[src/rtl/apb_shadow_bank.sv]
// Shadow register bank: DEPTH x WIDTH, async reset to 0.
// Ports: clk, rst (active low), i_we/i_waddr/i_wdata write, i_raddr/o_rdata comb read.
module apb_shadow_bank #(
  parameter int DEPTH = 16,
  parameter int WIDTH = 32,
  parameter int IDX_W = 4
) (
  input  logic             clk,
  input  logic             rst,
  input  logic             i_we,
  input  logic [IDX_W-1:0] i_waddr,
  input  logic [WIDTH-1:0] i_wdata,
  input  logic [IDX_W-1:0] i_raddr,
  output logic [WIDTH-1:0] o_rdata
);

  logic [WIDTH-1:0] r_mem [DEPTH];

  always_ff @(posedge clk or negedge rst) begin
    if (!rst) begin
      for (int i = 0; i < DEPTH; i++) begin
        r_mem[i] <= '0;
      end
    end else if (i_we) begin
      r_mem[i_waddr] <= i_wdata;
    end
  end

  assign o_rdata = r_mem[i_raddr];

endmodule

[config.mk]
export PLATFORM = sky130hd
export DESIGN_NAME = apb_shadow_bank
export DESIGN_NICKNAME = d
export VERILOG_FILES = /design/src/rtl/apb_shadow_bank.sv
export SDC_FILE = /design/constraint.sdc
export NUM_CORES = 1
export LEC_CHECK = 0
export CAP_MARGIN = 20
export CORE_UTILIZATION = 55
export DETAILED_ROUTE_END_ITERATION = 12
export PLACE_DENSITY = 0.83
export RECOVER_POWER = 100
export SYNTH_ARGS = -nofsm -noshare
export SYNTH_HDL_FRONTEND = slang
export SYNTH_SLANG_ARGS = --single-unit
[constraint.sdc]
create_clock -name clk -period 2.1 [get_ports clk]
set_clock_uncertainty 0.15 [all_clocks]
set_input_delay 0.42 -clock clk [delete_from_list [all_inputs] [get_ports clk]]
set_output_delay 0.42 -clock clk [all_outputs]
set_load 0.005 [all_outputs]
After elaboration in Yosys (flattened, before gate mapping)
Index checks and enable logic that the tools add are counted.
{"block": "op_classes", "magnitude_cmp": 3, "mux": 6, "bitwise_logic": 2, "reduce_logical": 1}
{"operator": "$bwmux 512", "count": 1}
{"operator": "$bmux 32 s4", "count": 1}
{"operator": "$demux 32 s4", "count": 1}
{"operator": "$mux 32", "count": 3}
{"operator": "$ge 5x5->1 const B", "count": 2}
{"operator": "$not 4->5", "count": 2}
{"operator": "$lt 5x1->1 const B", "count": 1}
{"operator": "$logic_and 1x1->1", "count": 1}
{"block": "word_totals", "regBits": 512, "output_inout_bits": 32, "wordCells": 28}

Depth between registers and ports, before layout
{"block": "depth", "word_depth": 6, "mapped_depth": 5, "ltp_nobuf": 3}

Least setup slack after synthesis
OpenSTA, ideal clock, no wires.
{"block": "synth_path", "path_type": "input -> output", "from": "in i_raddr[0]", "to": "out o_rdata[0]", "arrival_ns": 1.739, "required_time_ns": 1.530, "slack_ns": -0.209, "stages": 5, "n_path_buf": 2, "path_cell_list": "buf_2 buf_2 mux4_2 a22oi_1 nand2_1"}
{"block": "synth_via", "elab_chain_len": 4}
{"item": "start, declared", "line": "13", "rtl": "input logic [IDX_W-1:0] i_raddr,"}
{"item": "$not 4->5 (implied by the code)", "line": "29", "rtl": "assign o_rdata = r_mem[i_raddr];"}
{"item": "$bmux 32 s4", "line": "29"}
{"item": "$mux 32 (implied by the code) (2 in series)", "line": "29"}
{"item": "end, declared", "line": "14", "rtl": "output logic [WIDTH-1:0] o_rdata"}
No other way between the ends. The select of a mux whose other input is x is not followed.

Worst setup path after layout
{"block": "layout_path", "from": "reg r_mem[147] (netlist bit)", "to": "out o_rdata[19]"}
{"block": "layout_via", "elab_chain_len": 3}
{"item": "start, declared", "line": "17", "rtl": "logic [WIDTH-1:0] r_mem [DEPTH];"}
{"item": "start signal, assigned by index", "line": "25", "rtl": "r_mem[i_waddr] <= i_wdata;"}
{"item": "$bmux 32 s4", "line": "29"}
{"item": "$mux 32 (implied by the code) (2 in series)", "line": "29"}
No other way between the ends. The select of a mux whose other input is x is not followed.

==> metrics.yaml <==
status: "complete, but fails checks"
violations: "setup timing"
largest_reg_flops: 512
gp_congestion: 0.764
regMostFlops: "r_mem"
power_frac_seq_pct: 48.7
r2r-end: "r_mem[129]$_DFFE_PN0P_"
synth_area_leaders: "dfrtp_1, mux2_2, mux4_2, a22oi_1, buf_2"
path_max_fanout: 2
finalCritPeriodShare_pct: 117
most-common-layout-cells: "dfrtp_1, mux2_2, mux4_2"
area_growth_pct: 17.8
dieArea_mm2: 0.0422
slew_headroom_pct: 20.1
grt_max_degree: 77
fp.dieH_um: 205
switching_power_mw: 6.88
reg2reg_depth: 2
synth_largest_area_cell: "dfrtp_1"
clkSinkCount: 512
synth_top_area_share_pct: 56.3
wire_per_inst_um: 26.0
num_vias: 13200
avgSynthCellArea_um2: 16.2
ir_drop_mv: 0.728
hold_path_class: "reg -> reg"
p_comb_share_pct: 19.3
clkPwrFrac_pct: 32.1
drive_gt1_share_pct: 60.0
hold_depth: 1
grt_usage_pct: 27.2
vias_per_cell: 6.28
finalHoldViolations: 0
top_regs: "r_mem x512"
htree_num_levels: 2
antenna_found_initial: 1
r2r_start: "r_mem[129]$_DFFE_PN0P_"
drtIter0Drc: 728
netlist_area_mm2: 0.0228
place_area_mm2: 0.0250
nNetsFinal: 1575
synth-seq-cells: 512
p_sw_share_pct: 25.1
insertion_delay_ns: 0.57
critPathCaptureType: "output port"
layout_setup_ws_ns: -0.367
overflow: 0
r2r_setup_slack_ns: 1.05
power_density_mw_per_mm2: 1020
firstDrtPassIters: 5
cp.arrival_ns: 1.90
synth_nets: 1447
final_area_mm2: 0.0268
diodes: 0
postRouteWirelength_mm: 54.6
cts-root-buf: "clkbuf_16"
io_pins: 75
layout_commonest_cell: "dfrtp_1"
clockBufferDepth: 3
grt_pass1_wl_mm: 86.5
critPathKind: "reg -> out"
io_buffers: 74
p_leak_nw: 11.4
tightest_slew_ns: 1.20
holdCritStartpoint: "r_mem[454]$_DFFE_PN0P_"
cp.required_ns: 1.53
fin_crit_ns: 2.47
rsz0062_at_grt: "true"
synth_cells: 1404
cap_violations: 0
setup_viol: 128
clkTransAtPathRegs_ns: 0.06
slew_viol_final: 0
initial_utilization_pct: 55.8
setup_tns_ns: -15.78
coreArea_mm2: 0.0408
drc: 0
hpwl_mm: 33.0
grt_pass1_vias: 14800
numCtsBuffers: 52
intPower_mw: 20.5
yosysUniqueCellTypes: 18
ant_nets: 0
max_freq_ghz: 0.405
yosysSeqAreaShare_pct: 56.3
die_w_um: 205
rows: 74
ys.warnings.count: 0
hold_path_end: "r_mem[454]$_DFFE_PN0P_"
crit_path_start_kind: "register"
tritoncts: "built"
stage by stage:
step / util, % / total power [mW] / worst slack, ns / std cells / hold WS (ns)
after CTS: 66.1 / 27.5 / -0.398 / 2097 / 0.206
after global routing: 65.7 / 28.6 / -0.430 / 2100 / 0.361
after floorplan: - / 16.7 / 0.00938 / 1404 / -0.0256
final: 65.7 / 27.4 / -0.367 / 2100 / 0.353
after global placement: 61.3 / 18.1 / -0.831 / 1981 / 0.200
after detailed placement: 61.3 / 18.5 / -0.846 / 1981 / 0.209
what timing repair did:
action | in CTS | in global routing
setup endpoints to repair | 32 | 75
hold buffers | 1 | 0
pin swaps | 77 | 8
gates cloned | 2 | 1
gates resized for setup | 183 | 19
hold endpoints to repair | 140 | 0
setup buffers | 23 | 2
synthesized netlist by cell type:
cell / number
and2_1: 1
mux2_1: 3
nand2_1: 34
nand3b_1: 2
buf_2: 62
mux2_2: 509
nand2b_1: 3
mux4_2: 128
nand3_1: 2
dfrtp_1: 512
or4_1: 1
a22oi_1: 64
nor4_2: 1
nor3_1: 6
or3_1: 2
nor2_1: 7
nor2b_1: 2
clkbuf_1: 65
cell type report:
cell class,instances,area [um2]
fill,2723,14000
sequential,512,12800
multi-input combinational,765,9750
timing repair buffer,201,2000
clock buffer,76,1490
tap,532,666
clock inverter,14,111
worst max-delay path, cell delays in order (launching register included):
cell     delay, ns
dfrtp_1       0.38
mux4_2        0.50
a22oi_2       0.19
nand2_1       0.11
buf_2         0.14
layer usage:
metal,GRT usage [%],wire (um),vias to the layer above
met4,7.38,1250,2
met3,3.75,2220,90
li1,-,-,5505
met2,46.5,28400,327
met1,36.7,22700,7267
met5,0,13,-
kinds of logic (layout without fill, tap and decap cells):
| group | Yosys count | in the layout | synth area share [%] |
|---|---|---|---|
| mux | 640 | 640 | 38.0 |
| flops | 512 | 512 | 56.3 |
| buf+inv | 127 | 291 | 2.43 |
| compound gates | 64 | 64 | 2.11 |
| simple gates | 61 | 61 | 1.23 |
power by group through the flow:
stage               clock network, mW  registers, mW  logic, mW
floorplan                           0           13.0       3.68
global placement                    0           13.2       4.86
detailed placement                  0           13.5       5.09
CTS                              8.93           13.3       5.31
global route                     9.33           13.6       5.68
finish                           8.79           13.3       5.29
worst max-delay path by stage:
stage                                 startpoint     endpoint  slack, ns
after global placement                i_raddr[2]   o_rdata[4]      -0.83
after global routing      r_mem[155]$_DFFE_PN0P_  o_rdata[27]      -0.43
final                     r_mem[147]$_DFFE_PN0P_  o_rdata[19]      -0.37
after detailed placement              i_raddr[2]   o_rdata[4]      -0.85
after CTS                 r_mem[128]$_DFFE_PN0P_   o_rdata[0]      -0.40
after floorplan                       i_raddr[1]   o_rdata[0]      0.009
No activity file was read; power rests on OpenSTA's default activity.
